### config.mk
export PLATFORM = sky130hd
export DESIGN_NAME = ecc_32_err_scrub
export DESIGN_NICKNAME = d
export VERILOG_FILES = /design/src/rtl/ecc_32_err_scrub.sv
export SDC_FILE = /design/constraint.sdc
export NUM_CORES = 1
export LEC_CHECK = 0
export CORE_ASPECT_RATIO = 2
export CORE_MARGIN = 4
export CORE_UTILIZATION = 41
export CTS_CLUSTER_DIAMETER = 100
export DETAILED_ROUTE_END_ITERATION = 7
export DONT_BUFFER_PORTS = 1
export HOLD_SLACK_MARGIN = 0.08
export MAX_ROUTING_LAYER = met4
export SYNTH_ARGS = -nofsm -noshare
export SYNTH_HDL_FRONTEND = slang
export SYNTH_SLANG_ARGS = --single-unit
### constraint.sdc
create_clock -name i_clk -period 7.8 [get_ports i_clk]
set_input_delay 1.56 -clock i_clk [delete_from_list [all_inputs] [get_ports i_clk]]
set_output_delay 1.56 -clock i_clk [all_outputs]
set_load 0.1 [all_outputs]
### src/rtl/ecc_32_err_scrub.sv
// rtl/ecc_32_err_scrub.sv - SECDED error statistics, error log and scrub write-back queue
//
// Sits behind the 32-bit SECDED decoder (39-bit codeword). Counts single and
// double errors (saturating), keeps one error log entry with uncorrectable
// errors taking priority, and queues corrected single-error words as scrub
// write-back requests through a first-word-fall-through FIFO.
//
// Optional feature macro: ECC_SCRUB_DEDUP_EN
//   defined   - a single event whose address already sits in the queue (and is
//               not being popped this cycle) refreshes that entry's data
//               instead of pushing a new one.
//   undefined - every single event pushes its own entry.
//
// Ports:
//   i_clk, i_rstn              clock, asynchronous active-low reset
//   i_in_vld                   decoder result valid (always accepted)
//   i_in_addr/data/syn         read address, corrected codeword, syndrome
//   i_in_sgl, i_in_dbl         single (corrected) / double (uncorrectable) flag
//   i_clr                      clears counters, log, irq and drop (not the FIFO)
//   o_scrb_vld, i_scrb_rdy     scrub request handshake
//   o_scrb_addr, o_scrb_data   scrub target address and codeword
//   o_sgl_cnt, o_dbl_cnt       saturating error counters
//   o_log_vld/addr/syn/dbl     error log entry
//   o_irq                      sticky, any double error
//   o_drop                     sticky, scrub request lost to a full FIFO
module ecc_32_err_scrub #(
  parameter int ADDR_W     = 10,
  parameter int CNT_W      = 16,
  parameter int FIFO_DEPTH = 4
) (
  input  logic              i_clk,
  input  logic              i_rstn,
  input  logic              i_in_vld,
  input  logic [ADDR_W-1:0] i_in_addr,
  input  logic [38:0]       i_in_data,
  input  logic [6:0]        i_in_syn,
  input  logic              i_in_sgl,
  input  logic              i_in_dbl,
  input  logic              i_clr,
  output logic              o_scrb_vld,
  input  logic              i_scrb_rdy,
  output logic [ADDR_W-1:0] o_scrb_addr,
  output logic [38:0]       o_scrb_data,
  output logic [CNT_W-1:0]  o_sgl_cnt,
  output logic [CNT_W-1:0]  o_dbl_cnt,
  output logic              o_log_vld,
  output logic [ADDR_W-1:0] o_log_addr,
  output logic [6:0]        o_log_syn,
  output logic              o_log_dbl,
  output logic              o_irq,
  output logic              o_drop
);

  localparam int PTR_W = $clog2(FIFO_DEPTH);
  localparam logic [CNT_W-1:0] CNT_MAX = '1;

  // FIFO storage and pointers (extra MSB distinguishes full from empty)
  logic [ADDR_W-1:0] r_mem_addr [FIFO_DEPTH];
  logic [38:0]       r_mem_data [FIFO_DEPTH];
  logic [PTR_W:0]    r_wr_ptr;
  logic [PTR_W:0]    r_rd_ptr;

  logic [CNT_W-1:0]  r_sgl_cnt;
  logic [CNT_W-1:0]  r_dbl_cnt;
  logic              r_log_vld;
  logic              r_log_dbl;
  logic [ADDR_W-1:0] r_log_addr;
  logic [6:0]        r_log_syn;
  logic              r_irq;
  logic              r_drop;

  logic              w_sgl_ev;
  logic              w_dbl_ev;
  logic              w_any_ev;
  logic [PTR_W-1:0]  w_wr_idx;
  logic [PTR_W-1:0]  w_rd_idx;
  logic [PTR_W:0]    w_count;
  logic              w_empty;
  logic              w_full;
  logic              w_pop;
  logic              w_push_req;
  logic              w_push;
  logic              w_drop;
  logic [FIFO_DEPTH-1:0] w_dedup_hit;
  logic              w_dedup;
  logic [CNT_W-1:0]  w_sgl_base;
  logic [CNT_W-1:0]  w_dbl_base;
  logic              w_log_vld_base;
  logic              w_log_dbl_base;
  logic              w_log_cap;

  // Double wins over single when both flags are set
  assign w_dbl_ev = i_in_vld & i_in_dbl;
  assign w_sgl_ev = i_in_vld & i_in_sgl & ~i_in_dbl;
  assign w_any_ev = w_dbl_ev | w_sgl_ev;

  assign w_wr_idx = r_wr_ptr[PTR_W-1:0];
  assign w_rd_idx = r_rd_ptr[PTR_W-1:0];
  assign w_count  = r_wr_ptr - r_rd_ptr;
  assign w_empty  = (r_wr_ptr == r_rd_ptr);
  assign w_full   = (w_wr_idx == w_rd_idx) && (r_wr_ptr[PTR_W] != r_rd_ptr[PTR_W]);
  assign w_pop    = ~w_empty & i_scrb_rdy;

`ifdef ECC_SCRUB_DEDUP_EN
  // Slot k is occupied when its distance from the read index is below the
  // occupancy; the head slot is excluded while it is leaving this cycle.
  logic [PTR_W-1:0] w_off;
  always_comb begin
    w_dedup_hit = '0;
    w_off       = '0;
    for (int k = 0; k < FIFO_DEPTH; k++) begin
      w_off = PTR_W'(k) - w_rd_idx;
      if (({1'b0, w_off} < w_count) && (r_mem_addr[k] == i_in_addr) &&
          !(w_pop && (w_off == '0))) begin
        w_dedup_hit[k] = 1'b1;
      end
    end
  end
  assign w_dedup = w_sgl_ev & (|w_dedup_hit);
`else
  assign w_dedup_hit = '0;
  assign w_dedup     = 1'b0;
`endif

  // A full FIFO still takes a push when the head leaves in the same cycle
  assign w_push_req = w_sgl_ev & ~w_dedup;
  assign w_push     = w_push_req & (~w_full | w_pop);
  assign w_drop     = w_push_req & w_full & ~w_pop;

  // Storage needs no reset: pointers alone define which slots are live
  always_ff @(posedge i_clk) begin
    if (w_push) begin
      r_mem_addr[w_wr_idx] <= i_in_addr;
      r_mem_data[w_wr_idx] <= i_in_data;
    end
    for (int k = 0; k < FIFO_DEPTH; k++) begin
      if (w_sgl_ev && w_dedup_hit[k]) begin
        r_mem_data[k] <= i_in_data;
      end
    end
  end

  always_ff @(posedge i_clk or negedge i_rstn) begin
    if (!i_rstn) begin
      r_wr_ptr <= '0;
      r_rd_ptr <= '0;
    end else begin
      if (w_push) r_wr_ptr <= r_wr_ptr + 1'b1;
      if (w_pop)  r_rd_ptr <= r_rd_ptr + 1'b1;
    end
  end

  // Clear is applied first, then the same-cycle event lands on top of it
  assign w_sgl_base     = i_clr ? '0 : r_sgl_cnt;
  assign w_dbl_base     = i_clr ? '0 : r_dbl_cnt;
  assign w_log_vld_base = r_log_vld & ~i_clr;
  assign w_log_dbl_base = r_log_dbl & ~i_clr;
  assign w_log_cap      = (w_any_ev & ~w_log_vld_base) |
                          (w_dbl_ev & w_log_vld_base & ~w_log_dbl_base);

  always_ff @(posedge i_clk or negedge i_rstn) begin
    if (!i_rstn) begin
      r_sgl_cnt  <= '0;
      r_dbl_cnt  <= '0;
      r_log_vld  <= 1'b0;
      r_log_dbl  <= 1'b0;
      r_log_addr <= '0;
      r_log_syn  <= '0;
      r_irq      <= 1'b0;
      r_drop     <= 1'b0;
    end else begin
      r_sgl_cnt <= w_sgl_base + CNT_W'((w_sgl_ev && (w_sgl_base != CNT_MAX)) ? 1 : 0);
      r_dbl_cnt <= w_dbl_base + CNT_W'((w_dbl_ev && (w_dbl_base != CNT_MAX)) ? 1 : 0);
      r_irq     <= (r_irq & ~i_clr) | w_dbl_ev;
      r_drop    <= (r_drop & ~i_clr) | w_drop;
      if (w_log_cap) begin
        r_log_vld  <= 1'b1;
        r_log_dbl  <= w_dbl_ev;
        r_log_addr <= i_in_addr;
        r_log_syn  <= i_in_syn;
      end else if (i_clr) begin
        r_log_vld  <= 1'b0;
        r_log_dbl  <= 1'b0;
        r_log_addr <= '0;
        r_log_syn  <= '0;
      end
    end
  end

  // Head is gated so the request outputs read zero whenever nothing is queued
  assign o_scrb_vld  = ~w_empty;
  assign o_scrb_addr = w_empty ? '0 : r_mem_addr[w_rd_idx];
  assign o_scrb_data = w_empty ? '0 : r_mem_data[w_rd_idx];
  assign o_sgl_cnt   = r_sgl_cnt;
  assign o_dbl_cnt   = r_dbl_cnt;
  assign o_log_vld   = r_log_vld;
  assign o_log_addr  = r_log_addr;
  assign o_log_syn   = r_log_syn;
  assign o_log_dbl   = r_log_dbl;
  assign o_irq       = r_irq;
  assign o_drop      = r_drop;

endmodule

Word-level counts from Yosys, hierarchy flattened
Memories as Yosys holds them, arrays and structs flattened.
Cells that the tools add are included.
Word-level totals
  memory bits (writable): 196
  memories kept: 2
  output and inout bits: 103
  logic and storage cells: 66
  register bits after elaboration: 59
  input bits: 63
Operators by class
  add/sub/neg operators: 4
  reduce and logical (&&, ||, !) cells: 4
  equal/unequal tests: 5
  multiplexer cells: 15
  bitwise operators: 26
Memories
  r_mem_data: words 4, bits a word 39, rd ports 1, clocked after memory_dff 0, wr ports 1, RTL line 59  | logic [38:0] r_mem_data [FIFO_DEPTH];
  r_mem_addr: words 4, bits a word 10, rd ports 1, clocked after memory_dff 0, wr ports 1, RTL line 58  | logic [ADDR_W-1:0] r_mem_addr [FIFO_DEPTH];
Operators with widths (count)
  2-to-1 mux 39 bit: 1
  adder 16 x 1 -> 16 bit: 2
  2-to-1 mux 16 bit: 2
  inequality test 16 bit (second input constant): 2
  2-to-1 mux 10 bit: 3
  bitwise AND 1 bit: 14
  2-to-1 mux 7 bit: 2
  2-to-1 mux 1 bit: 7
  inverter 1 bit: 7
  adder 3 x 1 -> 3 bit (second input constant): 2
  bitwise OR 1 bit: 5
  == test 3 bit: 1
  logical AND 1 bit: 3
  == test 2 bit: 1
  nonzero test 2 bit: 1
  inequality test 1 bit: 1

Logic depth before layout (Yosys ltp)
Gate-level depths: netlist of run 1.
  depth after elaboration: 7
  depth in mapped cells: 11
  mapped depth without buffers: 10

Worst setup path after synthesis of run 1
OpenSTA, ideal clock, no wires.
  path type: register -> output
  start: reg r_rd_ptr[1]
  end: out o_scrb_data[29]
  stages on the path, launching flop included: 6
  slack: 3.526 ns
  required time: 6.240 ns
  arrival time: 2.714 ns
  path buffers: 2
  cell sequence: dfrtp_1 -> clkbuf_1 -> xnor2_1 -> nand3b_1 -> clkbuf_1 -> and2_1
Between the ends
  word-level cells in the longest chain between the ends: 2
  elaborated cells between the ends (all ways): 3
  those cells by class: 1 x eq/ne; 1 x mux; 1 x memory
Ends and longest elaborated chain
  from (decl): RTL line 61  | logic [PTR_W:0] r_rd_ptr;
  from (signal assigned): RTL line 149  | if (w_pop) r_rd_ptr <= r_rd_ptr + 1'b1;
  memory read (4 x 39 bit) or == test 3 bit (tied branches)
  2-to-1 mux 39 bit (*): RTL line 193  | assign o_scrb_data = w_empty ? '0 : r_mem_data[w_rd_idx];
  to (decl): RTL line 43  | output logic [38:0] o_scrb_data,
Every way passes the cells marked *; elsewhere a longest branch is shown, timed or not.

Worst setup path in the final report of run 1
  start: reg r_rd_ptr[0]
  end: out o_scrb_data[33]
Same word-level chain as after synthesis.

==> results.cfg, run 1 <==
[clock_tree]
cts_max_level = 1
cts_setup_buffers = 0
clkTransAtPathRegs_ps = 60
cts_buffers = 23
cts-resized-gates = 0
cts_tree = built
cts_hold_buffers = 0
cts_sinks = 255
clockBufferDepth = 3
clock-root-buffer = clkbuf_16
clk_latency_ps = 510

[synthesis]
dominantRegCellSynth = edfxtp_1
yosysTopAreaCell = edfxtp_1
yosys-top-cells-count = edfxtp_1 (196), dfrtp_1 (59), and2_1 (53), mux4_2 (49), nor2b_1 (28)
synth.top_cell.area_share_pct = 57.2
yosysSeqAreaShare_pct = 71.6
syn_inst = 577
ys_warn_count = 0
async_flop_share_pct = 23.1
synth_most_common_cell = edfxtp_1
synth.area.top_cells = edfxtp_1 (57%), dfrtp_1 (14%), mux4_2 (11%)
ys_ff_latch = 255
synth-edff-count = 196
netlist_area_mm2 = 0.0103
synth_cell_types = 39
synth_nets = 650
synth.avg_cell_area_um2 = 17.8

[min_path]
hp-start = r_wr_ptr[2]
holdPathEnd = r_wr_ptr[2]
hold_path.class = reg2reg
hold_depth = 1

[timing]
finalSetupTns_ps = 0
maxSlewViolCount = 0
skew_ps = 10.3
fin_crit_ps = 5070
rsz0062_at_grt = false
maxSlewHeadroom_pct = 27.4
fmax_mhz = 197
setup_violations = 0
finalHoldViolations = 0
post-route-period-util_pct = 65.0
worstMarginPinSlew_ps = 1090

[run]
cap_violations = 0

[global_routing]
grt_overflow = 0
grt_pass1_wl_um = 31700
grt_pass1_vias = 5536
grt_max_degree = 64
antenna_found_initial = 0
grt_util_all_layers_pct = 15.1

[setup_path]
critical_path.max_fanout = 52
cp_data_required_time_ps = 6240
endpoint_kind = primary output
cp_cell_sequence = xnor2_1 > nand3b_1 > buf_4 > and2_1
arrival_ps = 3510
r2r_cells = 4
r2r_slack_ps = 4330
criticalPathCategory = reg2out
path_buf_inv = 1
r2r-start = r_rd_ptr[0]
r2r-end = r_mem_data[3][16]
slowest_stage = dfrtp_4
cp_top_family = flip-flops
slowest_delay_ps = 1140
startpoint_type = register

[floorplan]
fp.dieH_um = 232
rows = 81
io_pins = 166
dieArea_mm2 = 0.0278
initial_utilization_pct = 41.8
core_mm2 = 0.0246
die_w_um = 120

[final_layout]
fillers = 2093
n_antenna_cell = 0
finish.utilization_pct = 46.4
drive_above_1_share_pct = 20.5
synthToLayoutAreaGrowth_pct = 11.2
nets = 657

[detailed_routing]
wl_um = 20200
drc = 0
via_count = 4927
drt-wirelength-per-cell_um = 21.7
drt_first_pass_iters = 4
antenna_left = 0
drt_iter0_drc = 251
viasPerCell = 5.28

[placement]
hpwl_um = 13000
gp_congestion = 0.743
portBuffers = 0

[run_status]
outcome = finished clean
[how the worst max path moves through the flow]
stage                     slack (ps)         from  depth (start not counted)              end
final                           2730  r_rd_ptr[0]                          4  o_scrb_data[33]
after global routing            2350  r_rd_ptr[0]                          4   o_scrb_addr[9]
after CTS                       2550  r_rd_ptr[0]                          4   o_scrb_addr[9]
after detailed placement        3110  r_rd_ptr[0]                          4   o_scrb_addr[9]
after global placement          3170  r_rd_ptr[0]                          4   o_scrb_addr[9]
after floorplan                 3530  r_rd_ptr[1]                          5  o_scrb_data[29]
[metrics by stage]
step,cells,hold slack [ps],area [µm²],setup WS [ps]
5_1_grt,933,512,11400,2350
2_1_floorplan,577,460,10300,3530
3_3_place_gp,891,482,10700,3170
6_report,933,488,11400,2730
3_5_place_dp,891,479,10700,3110
4_1_cts,933,492,11400,2550
[worst register-to-register path: stages (launching register included)]
cell	delay (ps)
dfrtp_4	1140
xnor2_1	250
a41oi_1	560
and2_2	610
buf_4	520
[layer usage]
| layer | global-route usage (%) | part of all wire, % |
|---|---|---|
| met1 | 14.6 | 33 |
| met2 | 27.8 | 56 |
| met3 | 4.66 | 7.7 |
| met4 | 5.84 | 3.3 |
| met5 | - | 0 |
[layout make-up]
class / instances / area (µm²) / share of cell area, %
Tap cell: 332 / 415 / 3.63
Multi-Input combinational cell: 287 / 2790 / 24.4
Sequential cell: 255 / 7370 / 64.4
Inverter: 11 / 41.3 / 0.361
Timing Repair Buffer: 6 / 45.0 / 0.394
Clock inverter: 14 / 164 / 1.43
Clock buffer: 28 / 614 / 5.37
[cell usage in the layout, fill, tap and decap left out, drive strengths merged, types with 12 or more instances in the layout]
cell and instances:
inv 14, edfxtp 196, dfrtp 59, nand3 12, nor2 20, mux2 20
clkbuf 28, nor2b 28, xnor2 22, mux4 49, and2 53
[kinds of logic (layout without fill, tap and decap cells)]
kind of cell             Yosys count  count (layout)  synth area share (%)
multiplexers                      70              70                  13.0
buffers and inverters             35              59                  1.35
flip-flops                       255             255                  71.6
AND/OR/NAND/NOR                  163             163                  9.44
XOR/XNOR                          29              29                  2.47
adder cells (fa/ha/maj)           10              10                  1.22
AO/OA/AOI/OAI                     15              15                 0.925
[registers in the layout, summed over array words and instances (netlist names)]
signal,flops
r_wr_ptr,3
r_mem_data,156
o_sgl_cnt,16
r_mem_addr,40
o_log_addr,10
o_log_vld,1
r_rd_ptr,3
o_irq,1
o_drop,1
o_log_syn,7
o_log_dbl,1
o_dbl_cnt,16
Power of run 1 is left out: the tool's default activity adds up to more than one toggle a clock period on the data nets, which glitch-free logic cannot reach.
==> inputs of run 2 (changes only) <==
==> constraint.sdc (replaced) <==
create_clock -name i_clk -period 4.8 [get_ports i_clk]
set_input_delay 0.96 -clock i_clk [delete_from_list [all_inputs] [get_ports i_clk]]
set_output_delay 0.96 -clock i_clk [all_outputs]
set_load 0.1 [all_outputs]
==> run 2 against run 1 <==
  * Die area unchanged
  * Hold slack got worse by 350 ps
  * Cell count increased by 0.96%
  * First-iteration DRC count increased by 3.6%
  * Utilization increased by 0.32 points
  * Clock skew increased by 1.4 ps
  * Via count increased by 1.1%
  * Sequential share of layout area decreased by 0.44 points
  * Worst setup slack got worse by 1900 ps
  * Cell area increased by 0.69%
  * Flip-flop and latch count unchanged
  * Highest routed layer unchanged
==> results.cfg, run 2 (synthesis results as in run 1) <==
[setup_path]
slowest_delay_ps = 890
cp_data_required_time_ps = 3840
arrival_ps = 3000
startpoint_type = register
endpoint_kind = primary output
critical_path.max_fanout = 52
slowest_stage = and2_1
criticalPathCategory = reg2out
cp_cell_sequence = xnor2_1 > nand3b_1 > buf_4 > and2_1
r2r_slack_ps = 1550

[detailed_routing]
via_count = 4982
drt-wirelength-per-cell_um = 21.9
drc = 0
drt_first_pass_iters = 4
antenna_left = 0
viasPerCell = 5.29
wl_um = 20700
drt_iter0_drc = 260

[run_status]
outcome = finished clean

[global_routing]
grt_pass1_wl_um = 32100
grt_util_all_layers_pct = 15.4
grt_max_degree = 64
antenna_found_initial = 0
grt_overflow = 0
grt_pass1_vias = 5598

[floorplan]
initial_utilization_pct = 41.8
core_mm2 = 0.0246
fp.dieH_um = 232
rows = 81
io_pins = 166
die_w_um = 120
dieArea_mm2 = 0.0278

[placement]
hpwl_um = 13600
gp_congestion = 0.765
portBuffers = 0

[final_layout]
drive_above_1_share_pct = 21.6
largestRegisters = r_mem_data: 156 flops, r_mem_addr: 40 flops
largest_reg_flops = 156
nets = 667
n_antenna_cell = 0
ff_latch_area_mm2 = 0.00737
synthToLayoutAreaGrowth_pct = 12.0
multi_input_area_mm2 = 0.00279
layout_common_cells = edfxtp_1 (196), dfrtp_1 (57), mux4_2 (49), and2_1 (49), nor2b_1 (28)
top_register = r_mem_data
fillers = 2127
mostFrequentLayoutCell = edfxtp_1

[min_path]
hold_path.class = in2async

[clock_tree]
clkTransAtPathRegs_ps = 70
cts_hold_buffers = 0
cts_buffers = 23
clock-root-buffer = clkbuf_16
cts_setup_buffers = 0
cts-resized-gates = 0
clockBufferDepth = 3
clk_latency_ps = 510
cts_tree = built
cts_sinks = 255
cts_max_level = 1

[timing]
worstMarginPinSlew_ps = 1090
post-route-period-util_pct = 82.5
maxSlewHeadroom_pct = 27.4
skew_ps = 11.7
rsz0062_at_grt = false
fmax_mhz = 253
setup_violations = 0
maxSlewViolCount = 0
finalHoldViolations = 0
finalSetupTns_ps = 0
fin_crit_ps = 3960

[run]
cap_violations = 0
## run 2: cell count changes in the layout (fill, tap and decap cells not counted), moves of 2 or more
| cell | delta |
|---|---|
| clkbuf_1 | -2 |
| clkbuf_8 | -2 |
| buf_4 | +10 |
| inv_6 | -2 |
| clkinv_1 | +2 |
## run 2: per-layer routing
| metal | wire length (µm) | global-route usage [%] |
|---|---|---|
| met4 | 596 | 5.45 |
| met1 | 6900 | 15.2 |
| met5 | 0 | - |
| met2 | 11700 | 28.7 |
| met3 | 1440 | 4.17 |
## run 2: critical path, delay by kind of cell (launching register included)
kind          cells  cell delay, ps
simple gates      2            1020
buf+inv           1             410
flops             1             830
xor+xnor          1             210
## run 2: layout make-up
| class | count | share of cell area [%] |
|---|---|---|
| tap | 332 | 3.61 |
| clock buffer | 24 | 5.03 |
| sequential | 255 | 64.0 |
| timing repair buffer | 16 | 1.04 |
| inverter | 11 | 0.359 |
| clock inverter | 17 | 1.76 |
| multi-input combinational | 287 | 24.2 |
## run 2: worst paths after layout
kind                               from             end  cells after the start
max                         r_rd_ptr[0]  o_scrb_addr[9]                      4
max in group asynchronous        i_rstn   o_sgl_cnt[14]                      0
min in group i_clk          r_wr_ptr[2]     r_wr_ptr[2]                      1
min reg2reg                 r_wr_ptr[2]     r_wr_ptr[2]                      1
max reg2reg                o_sgl_cnt[2]   o_sgl_cnt[15]                      9
min                              i_rstn    o_log_syn[0]                      0
## run 2: metrics by stage
stage	worst slack, ps	hold WS (ps)	instance area, µm²	util [%]	cells
2_1_floorplan	1130	460	10300	-	577
3_3_place_gp	1300	475	10700	43.6	901
3_5_place_dp	1270	475	10700	43.6	901
4_1_cts	702	109	11500	46.8	942
5_1_grt	546	102	11500	46.8	942
6_report	840	135	11500	46.8	942
Power of run 2 is left out for the same reason.
==> inputs of run 3 (changes only) <==
==> constraint.sdc (replaced) <==
create_clock -name i_clk -period 3.9 [get_ports i_clk]
set_input_delay 0.78 -clock i_clk [delete_from_list [all_inputs] [get_ports i_clk]]
set_output_delay 0.78 -clock i_clk [all_outputs]
set_load 0.1 [all_outputs]
==> run 3 against run 2 <==
  * Global-route usage increased by 0.53 points
  * Sequential share of layout area shrank 3.0 points
  * Hold slack hardly changed
  * Worst setup slack worse by 440 ps
  * Critical path depth up 1
  * Register-to-register slack worse by 600 ps
  * First-iteration DRC count is 11% higher
  * Cell area rose by 4.9%
  * Via count grew 6.6%
  * Die area stayed put
  * Routed wire length rose by 3.6%
  * Largest cell class unchanged
==> results.cfg, run 3 (synthesis results as in run 1) <==
[run_status]
outcome = finished clean

[final_layout]
largest_reg_flops = 156
top_register = r_mem_data
stdcell_area_mm2 = 0.0121
nets = 739
finish.utilization_pct = 49.1
layout_common_cells = edfxtp_1 (196), buf_4 (82), dfrtp_1 (57)
synthToLayoutAreaGrowth_pct = 17.5
multi_input_area_mm2 = 0.00279
largestRegisters = r_mem_data: 156 flops, r_mem_addr: 40 flops
mostFrequentLayoutCell = edfxtp_1
ff_latch_area_mm2 = 0.00737
n_antenna_cell = 0
fillers = 2078
drive_above_1_share_pct = 29.2

[setup_path]
arrival_ps = 2720
cp_common_cell = buf_4
critical_path.max_fanout = 52
startpoint_type = register
slowest_stage = dfrtp_4
cp_cell_sequence = xnor2_1 > nand3b_1 > buf_4 > and2_1 > buf_4
criticalPathCategory = reg2out
cp_data_required_time_ps = 3120
endpoint_kind = primary output
slowest_delay_ps = 720

[timing]
post-route-period-util_pct = 89.7
maxSlewViolCount = 0
fmax_mhz = 286
worstMarginPinSlew_ps = 976
maxSlewHeadroom_pct = 35.0
finalSetupTns_ps = 0
skew_ps = 8.95
fin_crit_ps = 3500
rsz0062_at_grt = false
holdWs_ps = 134
finalHoldViolations = 0
setup_violations = 0

[clock_tree]
cts_sinks = 255
cts_hold_buffers = 1
clk_latency_ps = 500
cts_setup_buffers = 0
cts_buffers = 23
cts-resized-gates = 0
clock-root-buffer = clkbuf_16
clockBufferDepth = 3
cts_tree = built
cts_max_level = 1
clkTransAtPathRegs_ps = 60

[detailed_routing]
drt_iter0_drc = 288
viasPerCell = 5.24
drc = 0
via_count = 5313
drt_first_pass_iters = 5
wl_um = 21400
drt-wirelength-per-cell_um = 21.1
antenna_left = 0

[placement]
gp_congestion = 0.772
portBuffers = 0
placed_area_mm2 = 0.0113
hpwl_um = 14400

[floorplan]
die_w_um = 120
rows = 81
io_pins = 166
core_mm2 = 0.0246
fp.dieH_um = 232
initial_utilization_pct = 41.8
dieArea_mm2 = 0.0278

[global_routing]
grt_max_degree = 64
grt_util_all_layers_pct = 16.0
grt_overflow = 0
antenna_found_initial = 0
grt_pass1_wl_um = 33300
grt_pass1_vias = 5850

[run]
cap_violations = 0

[min_path]
hold_path.class = in2async
run 3: layout make-up:
type	instances	area share, %
tap	332	3.44
inverter	11	0.342
timing repair buffer	88	6.15
sequential	255	61.0
clock inverter	14	1.17
multi-input combinational	287	23.1
clock buffer	26	4.86
run 3: critical path, delay by kind of cell, from the launching register on:
family                 cells  cell delay [ps]
flip-flops                 1              720
buffers and inverters      2              880
XOR/XNOR                   1              180
AND/OR/NAND/NOR            2              410
run 3: worst paths after layout:
kind / cells after the start / endpoint / slack [ps] / start
min reg2reg: 1 / r_wr_ptr[2] / 490 / r_wr_ptr[2]
max in group asynchronous: 1 / r_rd_ptr[0] / 3490 / i_rstn
max: 5 / o_scrb_addr[3] / 400 / r_rd_ptr[0]
max reg2reg: 9 / o_dbl_cnt[12] / 950 / o_dbl_cnt[14]
min: 1 / o_dbl_cnt[12] / 130 / i_rstn
min in group i_clk: 1 / o_dbl_cnt[13] / 330 / i_clr
run 3: per-stage QoR:
stage          std cells  setup slack [ps]
2_1_floorplan        577               406
3_3_place_gp         972               895
3_5_place_dp         972               848
4_1_cts             1013               286
5_1_grt             1013               169
6_report            1013               401
run 3: layer usage:
layer  wire length (µm)  track usage (%)  vias to the layer above
met2              12200             29.5                      158
met5                  0                -                        -
li1                   -                -                     2357
met4                837             6.85                        0
met3               1350             3.95                       52
met1               6990             15.6                     2746
Power of run 3 is left out for the same reason.
